### config.mk
export PLATFORM = sky130hd
export DESIGN_NAME = jk_drive_ctrl
export DESIGN_NICKNAME = d
export VERILOG_FILES = /design/src/rtl/jk_drive_pkg.sv /design/src/rtl/jk_drive_ctrl.sv
export SDC_FILE = /design/constraint.sdc
export NUM_CORES = 1
export LEC_CHECK = 0
export CORE_MARGIN = 5
export CORE_UTILIZATION = 25
export CTS_CLUSTER_SIZE = 20
export DETAILED_ROUTE_END_ITERATION = 10
export PLACE_DENSITY_LB_ADDON = 0.2
export SYNTH_ARGS = -nofsm -noshare
export SYNTH_HDL_FRONTEND = slang
export SYNTH_SLANG_ARGS = --single-unit
export TNS_END_PERCENT = 1
### constraint.sdc
create_clock -name clk -period 2 [get_ports clk]
set_input_delay 0.3 -clock clk [delete_from_list [all_inputs] [get_ports clk]]
set_output_delay 0.3 -clock clk [all_outputs]
set_load 0.02 [all_outputs]
### src/rtl/jk_drive_pkg.sv
// jk_drive_pkg
// Shared definitions for the J/K drive controller: the command opcodes, the
// controller FSM states and the J/K excitation pairs presented to the
// flip-flop.
package jk_drive_pkg;

  // Command opcodes as carried on cmd_op.
  typedef enum logic [1:0] {
    OP_HOLD   = 2'b00,
    OP_CLEAR  = 2'b01,
    OP_SET    = 2'b10,
    OP_TOGGLE = 2'b11
  } op_e;

  typedef enum logic [1:0] {
    IDLE   = 2'b00,
    DRIVE  = 2'b01,
    SETTLE = 2'b10,
    CHECK  = 2'b11
  } state_e;

  // {j, k} excitation pairs.
  localparam logic [1:0] JK_HOLD = 2'b00;
  localparam logic [1:0] JK_CLR  = 2'b01;
  localparam logic [1:0] JK_SET  = 2'b10;
  localparam logic [1:0] JK_TGL  = 2'b11;

  // Excitation that a DRIVE cycle presents for a given command.
  function automatic logic [1:0] op_excitation(input op_e op);
    logic [1:0] jk;
    unique case (op)
      OP_HOLD:  jk = JK_HOLD;
      OP_CLEAR: jk = JK_CLR;
      OP_SET:   jk = JK_SET;
      default:  jk = JK_TGL;
    endcase
    return jk;
  endfunction

  // HOLD_N and TOGGLE_N run for a programmed number of cycles.
  function automatic logic is_count_op(input op_e op);
    return (op == OP_HOLD) || (op == OP_TOGGLE);
  endfunction

endpackage

### src/rtl/jk_drive_ctrl.sv
// jk_drive_ctrl
// Command sequencer in front of a JK flip-flop. Accepts HOLD_N / CLEAR / SET /
// TOGGLE_N commands on a valid/ready handshake, drives registered j/k for the
// required number of cycles, lets the flip-flop settle, then compares its q
// against the expected final value. SET/CLEAR are re-driven up to MAX_RETRY
// times on a mismatch; counted ops are never retried.
//
// Ports:
//   clk        rising-edge clock
//   rst        synchronous active-high reset
//   cmd_valid  command present
//   cmd_ready  command can be accepted (IDLE, and no done/err pulse showing)
//   cmd_op     00 HOLD_N, 01 CLEAR, 10 SET, 11 TOGGLE_N
//   cmd_cnt    cycle count for HOLD_N / TOGGLE_N
//   q_fb       flip-flop q read back
//   j, k       registered excitation to the flip-flop
//   busy       high in any state other than IDLE
//   done       one-cycle pulse: command completed and verified
//   err        one-cycle pulse: verification failed, retries exhausted
module jk_drive_ctrl
  import jk_drive_pkg::*;
#(
  parameter int CNT_W     = 4,
  parameter int MAX_RETRY = 2
) (
  input  logic             clk,
  input  logic             rst,
  input  logic             cmd_valid,
  output logic             cmd_ready,
  input  logic [1:0]       cmd_op,
  input  logic [CNT_W-1:0] cmd_cnt,
  input  logic             q_fb,
  output logic             j,
  output logic             k,
  output logic             busy,
  output logic             done,
  output logic             err
);

  state_e           state_q;
  op_e              op_q;
  logic [CNT_W-1:0] cnt_q;
  logic [1:0]       retry_q;
  logic             exp_q;
  logic [1:0]       jk_q;
  logic             done_q;
  logic             err_q;

  logic accept;
  op_e  op_d;
  logic exp_d;

  assign accept = cmd_valid && cmd_ready;
  assign op_d   = op_e'(cmd_op);

  // Expected final q, fixed at accept time from the q snapshot.
  always_comb begin
    exp_d = 1'b0;
    unique case (op_d)
      OP_SET:   exp_d = 1'b1;
      OP_CLEAR: exp_d = 1'b0;
      OP_HOLD:  exp_d = q_fb;
      default:  exp_d = q_fb ^ cmd_cnt[0];
    endcase
  end

  always_ff @(posedge clk) begin
    if (rst) begin
      state_q <= IDLE;
      op_q    <= OP_HOLD;
      cnt_q   <= '0;
      retry_q <= '0;
      exp_q   <= 1'b0;
      jk_q    <= JK_HOLD;
      done_q  <= 1'b0;
      err_q   <= 1'b0;
    end else begin
      // j/k are only non-zero while DRIVE; pulses last one cycle.
      jk_q   <= JK_HOLD;
      done_q <= 1'b0;
      err_q  <= 1'b0;
      unique case (state_q)
        IDLE: begin
          if (accept) begin
            op_q    <= op_d;
            cnt_q   <= cmd_cnt;
            retry_q <= '0;
            exp_q   <= exp_d;
            if (is_count_op(op_d) && (cmd_cnt == '0)) begin
              // Zero-length counted op: nothing to drive.
              state_q <= SETTLE;
            end else begin
              state_q <= DRIVE;
              jk_q    <= op_excitation(op_d);
            end
          end
        end
        DRIVE: begin
          // cnt_q holds the DRIVE cycles still to go including this one.
          if (is_count_op(op_q) && (cnt_q > CNT_W'(1))) begin
            cnt_q <= cnt_q - CNT_W'(1);
            jk_q  <= op_excitation(op_q);
          end else begin
            cnt_q   <= '0;
            state_q <= SETTLE;
          end
        end
        SETTLE: begin
          state_q <= CHECK;
        end
        CHECK: begin
          if (q_fb == exp_q) begin
            done_q  <= 1'b1;
            state_q <= IDLE;
          end else if (!is_count_op(op_q) && (retry_q < 2'(MAX_RETRY))) begin
            retry_q <= retry_q + 2'd1;
            state_q <= DRIVE;
            jk_q    <= op_excitation(op_q);
          end else begin
            err_q   <= 1'b1;
            state_q <= IDLE;
          end
        end
        default: state_q <= IDLE;
      endcase
    end
  end

  // Ready is held off while the done/err pulse is showing so a new accept
  // never coincides with the completion pulse of the previous command.
  assign cmd_ready = (state_q == IDLE) && !done_q && !err_q;
  assign busy      = (state_q != IDLE);
  assign j         = jk_q[1];
  assign k         = jk_q[0];
  assign done      = done_q;
  assign err       = err_q;

endmodule

==> impl_metrics.env, run 1 <==
export IMPL_use_met1=0.121
export IMPL_cp_start_kind="register"
export IMPL_cts_tree="built"
export IMPL_clock_latency_ns=0.25
export IMPL_layout_min_cycle_time_ns=1.88
export IMPL_grt_start_max_net_pins=18
export IMPL_skew_ns=0.00118
export IMPL_fillers=404
export IMPL_worstPathMaxFanout=5
export IMPL_clock_sinks=15
export IMPL_crit_required_ns=1.70
export IMPL_diodes=0
export IMPL_netlist_top_cells_area="dfxtp_1 (30%), ha_1 (17%), inv_1 (5.2%), nor2_1 (4.9%), a21oi_1 (4.0%)"
export IMPL_outcome="finished clean"
export IMPL_yosys_warnings=0
export IMPL_track_usage=0.0948
export IMPL_dr_pass1_iters=4
export IMPL_num_rows=23
export IMPL_crit_type="reg -> out"
export IMPL_grt_busiest_layer="met2"
export IMPL_p_leak_nw=0.513
export IMPL_cp_arrival_ns=1.58
export IMPL_floorplan_initialDensity=0.254
export IMPL_num_nets_final=157
export IMPL_antenna_found_initial=0
export IMPL_die_height_um=73.3
export IMPL_synth_top_cell_area_share=0.300
export IMPL_hold_viol=0
export IMPL_cts_hold_buf=0
export IMPL_portBuffers=15
export IMPL_totalWireLength_um=2270
export IMPL_drive_gt1_frac=0.114
export IMPL_met2_usage=0.148
export IMPL_grt_pass1_vias=819
export IMPL_post_cts_setup_buffers=0
export IMPL_gp_congestion=0.817
export IMPL_holdWs_ns=0.480
export IMPL_avgSynthCellArea_um2=8.79
export IMPL_fmax_ghz=0.531
export IMPL_synth_area_mm2=0.00100
export IMPL_ir_worst_vdd_uv=390
export IMPL_core_mm2=0.00394
export IMPL_ios=16
export IMPL_rsz0062_at_grt="no"
export IMPL_chipWidth_um=73.3
export IMPL_ys_ff_latch=15
export IMPL_drc=0
export IMPL_syn_instance_count=114
export IMPL_fin_util=0.321
export IMPL_dieArea_mm2=0.00538
export IMPL_root_buffer="clkbuf_8"
export IMPL_clockBufferDepth=2
export IMPL_critPathCaptureType="primary output"
export IMPL_num_vias=858
export IMPL_ctsHtreeMaxLevel=1
export IMPL_drv_cap=0
export IMPL_met3_usage=0.0274
export IMPL_yosys_area_top_type="dfxtp_1"
export IMPL_setup_viol=0
export IMPL_vias_per_cell=4.71
export IMPL_hpwl_um=1800
export IMPL_worst_pin_slew_ns=0.408
export IMPL_grt_overflow=0
export IMPL_synth_nets=138
export IMPL_first_iter_violations=48
export IMPL_synth_seq_area_share=0.300
export IMPL_path_clk_slew_ns=0.06
export IMPL_hold_class="reg -> reg"
export IMPL_grt_pass1_wl_um=3870
export IMPL_drtAntennaViolNets=0
export IMPL_wire_per_inst_um=12.5
export IMPL_finalCritPeriodShare=0.942
export IMPL_synth_distinct_cells=40
export IMPL_fin_tns_setup_ns=0
export IMPL_area_growth_syn_to_layout_pct=26.1
export IMPL_maxSlewViolCount=0
export IMPL_relSlewSlack=0.726
export IMPL_cts_buffers_inserted=3
export IMPL_pwr_density_cell_mw_per_mm2=1090
[metal layers]
| metal | vias to the layer above | wire (um) |
|---|---|---|
| met4 | 0 | 43 |
| met3 | 4 | 113 |
| met5 | - | 0 |
| li1 | 442 | - |
| met2 | 16 | 1050 |
| met1 | 396 | 1070 |
[metrics by stage]
| step | setup WS [ns] | area [um^2] | instances | power (mW) |
|---|---|---|---|---|
| 2_1_floorplan | 0.479 | 1000 | 114 | 0.939 |
| 3_3_place_gp | 0.0751 | 1220 | 178 | 1.14 |
| 3_5_place_dp | 0.0503 | 1220 | 178 | 1.14 |
| 4_1_cts | 0.0368 | 1260 | 182 | 1.38 |
| 5_1_grt | 0.0336 | 1260 | 182 | 1.50 |
| 6_report | 0.116 | 1260 | 182 | 1.38 |
[worst max-delay path, cell delays in order, from the launching register on]
cell and delay (ns):
dfxtp_1 0.34, inv_1 0.12, ha_2 0.25, nor3b_2 0.26
dlygate4sd2_1 0.37
[cell type report]
type	count	area (um^2)	share of cell area
clock buffer	3	41.3	0.0327
clock inverter	1	5.00	0.00396
multi-input combinational	82	639	0.506
timing repair buffer	17	163	0.129
sequential	15	300	0.238
inverter	14	52.6	0.0416
tap	50	62.6	0.0495
[power breakdown]
part / switching (mW) / leakage, nW / internal [mW]
combinational: 0.397 / 0.364 / 0.292
sequential: 0.0648 / 0.123 / 0.369
clock: 0.115 / 0.0255 / 0.138
total: 0.577 / 0.513 / 0.800
[cell usage in the layout, fill, tap and decap left out, drive strengths merged, types with 2 or more instances in the layout]
master         synthesis  routed
dfxtp                 15      15
inv                   14      14
ha                    14      14
nor2                  13      13
clkdlybuf4s50          0      13
a21oi                  8       8
o21ai                  6       6
a211oi                 5       5
nor3                   4       4
nand2b                 3       3
clkbuf                 1       3
nand2                  2       2
mux2i                  2       2
o22ai                  2       2
a22oi                  2       2
dlygate4sd2            0       2
buf                    2       2
nor3b                  2       2
[cells in the mapped netlist]
cell        n
nand3_1     1
o22ai_1     2
nor3_1      4
a32oi_1     1
nand2b_1    3
nor4b_1     1
nand2_1     2
xor2_1      1
mux2i_1     2
a211oi_1    3
or2_2       1
dfxtp_1    15
o21ai_1     2
nor2_1     13
xnor2_1     1
o21a_1      1
o311ai_2    1
o31ai_1     1
clkbuf_1    1
o221a_2     1
nand3b_1    1
o2111ai_1   1
o21ai_2     1
nand4_1     1
nand4bb_1   1
o311a_1     1
a22oi_1     2
nor3b_2     1
and3b_1     1
a21oi_1     8
a311oi_1    1
o21ai_0     3
o32ai_1     1
inv_1      14
buf_2       1
buf_1       1
and2b_1     1
nor3b_4     1
a211oi_2    2
ha_1       14
[sequential cells by signal, summed over array words and instances (netlist names)]
register  flops
cnt_q         4
exp_q         1
state_q       2
op_q          2
done          1
jk_q          2
retry_q       2
err           1
[cell families (layout without fill, tap and decap cells)]
family	count (synthesis)	count (layout)	synth area share
xor+xnor	2	2	0.0175
buf+inv	17	35	0.0649
simple gates	32	32	0.187
fa+ha+maj	14	14	0.175
compound gates	32	32	0.236
mux	2	2	0.0200
flops	15	15	0.300
[final timing paths]
path	from	depth (start not counted)	slack (ns)	endpoint
hold reg to reg	retry_q[1]$_SDFFE_PP0P_	2	0.48	retry_q[1]$_SDFFE_PP0P_
setup / recovery	state_q[0]$_SDFFE_PP0P_	4	0.12	cmd_ready
hold / removal	retry_q[1]$_SDFFE_PP0P_	2	0.48	retry_q[1]$_SDFFE_PP0P_
setup reg to reg	state_q[0]$_SDFFE_PP0P_	6	0.29	jk_q[1]$_SDFF_PP0_
[repair_timing]
item                                    in CTS  in global routing
cloned                                       0                  0
gates resized for setup                      2                  1
endpoints found under the setup margin       2                  1
(Power assumes the default switching activity.)
==> inputs of run 2 (changes only) <==
--- a/config.mk
+++ b/config.mk
@@ -6,10 +6,9 @@
 export NUM_CORES = 1
 export LEC_CHECK = 0
 export CORE_MARGIN = 5
-export CORE_UTILIZATION = 25
-export CTS_CLUSTER_SIZE = 20
+export CORE_UTILIZATION = 45
 export DETAILED_ROUTE_END_ITERATION = 10
-export PLACE_DENSITY_LB_ADDON = 0.2
+export PLACE_DENSITY = 0.69
 export SYNTH_ARGS = -nofsm -noshare
 export SYNTH_HDL_FRONTEND = slang
 export SYNTH_SLANG_ARGS = --single-unit
==> impl_metrics.env, run 2 (same netlist as run 1, synthesis figures left out) <==
export IMPL_outcome="finished clean"
export IMPL_p_leak_nw=0.503
export IMPL_portBuffers=15
export IMPL_fmax_ghz=0.543
export IMPL_cts_buffers_inserted=3
export IMPL_area_sequential_um2=300
export IMPL_cts_tree="built"
export IMPL_grt_overflow=0
export IMPL_fillers=223
export IMPL_track_usage=0.137
export IMPL_placed_cell_area_mm2=0.00119
export IMPL_floorplan_initialDensity=0.462
export IMPL_crit_required_ns=1.70
export IMPL_drive_gt1_frac=0.106
export IMPL_largest_reg_flops=4
export IMPL_vias_per_cell=5.53
export IMPL_clockBufferDepth=2
export IMPL_cp_arrival_ns=1.54
export IMPL_num_rows=17
export IMPL_grt_pass1_vias=825
export IMPL_finalCritPeriodShare=0.920
export IMPL_drc=0
export IMPL_diodes=0
export IMPL_worst_pin_slew_ns=0.428
export IMPL_skew_ns=0.00317
export IMPL_final_cell_area_mm2=0.00121
export IMPL_fin_tns_setup_ns=0
export IMPL_pwr_density_cell_mw_per_mm2=1080
export IMPL_dieArea_mm2=0.00327
export IMPL_relSlewSlack=0.714
export IMPL_multi_input_area_um2=637
export IMPL_critPathCaptureType="primary output"
export IMPL_grt_start_max_net_pins=13
export IMPL_totalWireLength_um=2160
export IMPL_hpwl_um=1710
export IMPL_chipWidth_um=57.2
export IMPL_regMostFlops="cnt_q"
export IMPL_mostFrequentLayoutCells="dfxtp_1 (15), inv_1 (14), ha_1 (14), nor2_1 (13), clkdlybuf4s50_1 (13)"
export IMPL_wire_per_inst_um=13.5
export IMPL_first_iter_violations=15
export IMPL_cts_hold_buf=0
export IMPL_maxSlewViolCount=0
export IMPL_hold_class="reg -> reg"
export IMPL_cp_start_kind="register"
export IMPL_grt_pass1_wl_um=3570
export IMPL_hold_viol=0
export IMPL_num_nets_final=157
export IMPL_drv_cap=0
export IMPL_ir_worst_vdd_uv=583
export IMPL_gp_congestion=0.798
export IMPL_ctsHtreeMaxLevel=1
export IMPL_crit_type="reg -> out"
export IMPL_clock_latency_ns=0.28
export IMPL_num_vias=885
export IMPL_antenna_found_initial=0
export IMPL_clock_sinks=15
export IMPL_core_mm2=0.00217
export IMPL_worstPathMaxFanout=5
export IMPL_area_growth_syn_to_layout_pct=20.7
export IMPL_setup_viol=0
export IMPL_drtAntennaViolNets=0
export IMPL_ios=16
export IMPL_die_height_um=57.2
export IMPL_root_buffer="clkbuf_4"
export IMPL_layout_min_cycle_time_ns=1.84
export IMPL_mostFrequentLayoutCell="dfxtp_1"
export IMPL_dr_pass1_iters=4
export IMPL_rsz0062_at_grt="no"
export IMPL_path_clk_slew_ns=0.10
## run 2: changes by cell type in the layout (fill, tap and decap cells not counted), sizes merged
cell         delta
clkbuf          +2
clkinv          -1
dlygate4sd2     -1
## run 2: critical path, stage by stage (launching register included)
cell and delay [ns]:
dfxtp_1 0.41, inv_1 0.10, ha_1 0.25, inv_1 0.14, dlygate4sd2_1 0.35
## run 2: final timing paths
path / start / end / slack, ns / cells after the start
setup / recovery: state_q[1]$_SDFFE_PP0P_ / busy / 0.16 / 4
hold / removal: retry_q[1]$_SDFFE_PP0P_ / retry_q[1]$_SDFFE_PP0P_ / 0.49 / 2
setup reg to reg: state_q[1]$_SDFFE_PP0P_ / jk_q[1]$_SDFF_PP0_ / 0.22 / 6
hold reg to reg: retry_q[1]$_SDFFE_PP0P_ / retry_q[1]$_SDFFE_PP0P_ / 0.49 / 2
## run 2: area by class of cell
cell class,count,share of cell area
inverter,14,0.0434
sequential,15,0.248
multi-input combinational,82,0.526
timing repair buffer,17,0.131
clock buffer,4,0.0217
tap,28,0.0290
## run 2: what timing repair did
action	in CTS	in global routing
endpoints found under the setup margin	2	1
gates resized for setup	2	2
setup buffers	0	0
## run 2: layer usage
layer,global-route usage,vias up,share of wire
met3,0.0249,2,0.041
met4,0.0430,0,0.0065
met2,0.237,20,0.48
met1,0.171,421,0.47
li1,-,442,-
met5,0,-,0
## run 2: through the flow
stage	hold WS, ns	worst slack, ns	utilization	total power, mW	std cells
6_report	0.489	0.160	0.558	1.30	160
5_1_grt	0.522	0.0621	0.558	1.41	160
4_1_cts	0.495	0.0737	0.559	1.31	160
3_5_place_dp	0.481	0.115	0.548	1.14	156
3_3_place_gp	0.471	0.179	0.548	1.12	156
2_1_floorplan	0.453	0.479	-	0.939	114
## run 2: report_power, final
| part | total [mW] | switching, mW | leakage [nW] | internal [mW] |
|---|---|---|---|---|
| Combinational | 0.684 | 0.399 | 0.365 | 0.284 |
| Clock | 0.180 | 0.103 | 0.0150 | 0.0774 |
| Sequential | 0.437 | 0.0686 | 0.123 | 0.369 |
==> inputs of run 3 (changes only) <==
--- a/config.mk
+++ b/config.mk
@@ -8,7 +8,8 @@
 export CORE_MARGIN = 5
 export CORE_UTILIZATION = 45
 export DETAILED_ROUTE_END_ITERATION = 10
-export PLACE_DENSITY = 0.69
+export GPL_ROUTABILITY_DRIVEN = 0
+export PLACE_DENSITY_LB_ADDON = 0.15
 export SYNTH_ARGS = -nofsm -noshare
 export SYNTH_HDL_FRONTEND = slang
 export SYNTH_SLANG_ARGS = --single-unit
==> impl_metrics.env, run 3 (same netlist as run 1, synthesis figures left out) <==
export IMPL_outcome="finished clean"
export IMPL_crit_required_ns=1.70
export IMPL_regMostFlops="cnt_q"
export IMPL_dpl_worst_slack_ns=0.0733
export IMPL_die_height_um=57.2
export IMPL_worstPathMaxFanout=5
export IMPL_grt_pass1_vias=901
export IMPL_timing_final_ws_setup_ns=0.150
export IMPL_p_leak_nw=0.501
export IMPL_floorplan_initialDensity=0.462
export IMPL_setup_viol=0
export IMPL_swShare=0.445
export IMPL_hold_class="reg -> reg"
export IMPL_core_mm2=0.00217
export IMPL_hpwl_um=1750
export IMPL_fillers=217
export IMPL_critical_path_max_stage_delay_ns=0.41
export IMPL_drive_gt1_frac=0.107
export IMPL_crit_chain="inv_1, ha_1, inv_1, dlygate4sd2_1"
export IMPL_met3_usage=0.0249
export IMPL_path_clk_slew_ns=0.10
export IMPL_p_sw_uw=585
export IMPL_critPathCaptureType="primary output"
export IMPL_cpMostUsedCell="inv_1"
export IMPL_totalWireLength_um=2290
export IMPL_cp_arrival_ns=1.55
export IMPL_chipWidth_um=57.2
export IMPL_root_buffer="clkbuf_4"
export IMPL_crit_type="reg -> out"
export IMPL_layout_min_cycle_time_ns=1.85
export IMPL_vias_per_cell=5.46
export IMPL_rsz0062_at_grt="no"
export IMPL_clkPwrFrac=0.141
export IMPL_cellInternalPower_uw=730
export IMPL_wire_per_inst_um=14.4
export IMPL_clockBufferDepth=2
export IMPL_layoutNonFillerInstCount=159
export IMPL_cts_hold_buf=0
export IMPL_clock_sinks=15
export IMPL_first_iter_violations=34
export IMPL_grt_pass1_wl_um=4110
export IMPL_ir_worst_vdd_uv=589
export IMPL_use_met1=0.206
export IMPL_maxSlewViolCount=0
export IMPL_fin_tns_setup_ns=0
export IMPL_combinationalPowerShare=0.528
export IMPL_drv_cap=0
export IMPL_largest_reg_flops=4
export IMPL_fmax_ghz=0.541
export IMPL_dieArea_mm2=0.00327
export IMPL_portBuffers=15
export IMPL_post_place_cells=155
export IMPL_diodes=0
export IMPL_finalCritPeriodShare=0.925
export IMPL_num_rows=17
export IMPL_pwr_density_cell_mw_per_mm2=1090
export IMPL_worst_pin_slew_ns=0.679
export IMPL_track_usage=0.158
export IMPL_cp_start_kind="register"
export IMPL_skew_ns=0.00416
export IMPL_mostFrequentLayoutCell="dfxtp_1"
export IMPL_ctsHtreeMaxLevel=1
export IMPL_drc=0
export IMPL_area_growth_syn_to_layout_pct=20.1
export IMPL_mostFrequentLayoutCells="dfxtp_1 (15), inv_1 (14), ha_1 (14), nor2_1 (13), clkdlybuf4s50_1 (13)"
export IMPL_grt_busiest_layer="met2"
export IMPL_antenna_found_initial=0
export IMPL_relSlewSlack=0.546
export IMPL_p_seq_frac=0.331
export IMPL_clock_latency_ns=0.29
export IMPL_num_nets_final=156
export IMPL_grt_start_max_net_pins=18
export IMPL_drtAntennaViolNets=0
export IMPL_grt_overflow=0
export IMPL_num_vias=868
export IMPL_cts_tree="built"
export IMPL_met2_usage=0.261
export IMPL_ios=16
export IMPL_hold_viol=0
export IMPL_cts_buffers_inserted=3
export IMPL_cpMaxStageDelayCell="dfxtp_1"
export IMPL_dr_pass1_iters=4
[run 3: area by class of cell]
class | instances | area (um^2) | area share
Multi-Input combinational cell | 82 | 637 | 0.529
Tap cell | 28 | 35.0 | 0.0291
Clock inverter | 1 | 5.00 | 0.00416
Sequential cell | 15 | 300 | 0.249
Clock buffer | 3 | 22.5 | 0.0187
Inverter | 14 | 52.6 | 0.0437
Timing Repair Buffer | 16 | 151 | 0.126
[run 3: what timing repair did]
action	in CTS	in global routing
resized for setup	2	2
setup buffers	0	0
cloned	0	0
pin swaps	0	0
setup endpoints to repair	2	1
[run 3: metrics by stage]
step	hold slack [ns]	util	total power, mW	instance area [um^2]
floorplan	0.453	-	0.939	1000
global placement	0.473	0.545	1.12	1180
detailed placement	0.479	0.545	1.15	1180
CTS	0.507	0.557	1.32	1210
global route	0.532	0.555	1.44	1200
finish	0.505	0.555	1.31	1200
[run 3: final timing paths]
| kind | end | slack (ns) | startpoint | depth (start not counted) |
|---|---|---|---|---|
| min | retry_q[1]$_SDFFE_PP0P_ | 0.51 | retry_q[1]$_SDFFE_PP0P_ | 2 |
| max reg2reg | jk_q[1]$_SDFF_PP0_ | 0.24 | state_q[1]$_SDFFE_PP0P_ | 6 |
| max | busy | 0.15 | state_q[1]$_SDFFE_PP0P_ | 4 |
| min reg2reg | retry_q[1]$_SDFFE_PP0P_ | 0.51 | retry_q[1]$_SDFFE_PP0P_ | 2 |
[run 3: metal layers]
| metal | up-vias | part of all wire |
|---|---|---|
| met5 | - | 0 |
| met4 | 0 | 0.0061 |
| met3 | 2 | 0.048 |
| met2 | 25 | 0.49 |
| met1 | 401 | 0.46 |
| li1 | 440 | - |
[run 3: power by group through the flow]
| stage | registers, mW | logic, mW | clock network [mW] |
|---|---|---|---|
| after floorplan | 0.437 | 0.502 | 0 |
| after global placement | 0.438 | 0.687 | 0 |
| after detailed placement | 0.443 | 0.707 | 0 |
| after CTS | 0.435 | 0.695 | 0.193 |
| after global routing | 0.449 | 0.784 | 0.207 |
| final | 0.435 | 0.694 | 0.186 |
[run 3: worst max-delay path, delay by kind of cell, from the launching register on]
family,cells,cell delay (ns)
buf+inv,3,0.57
flops,1,0.41
fa+ha+maj,1,0.26
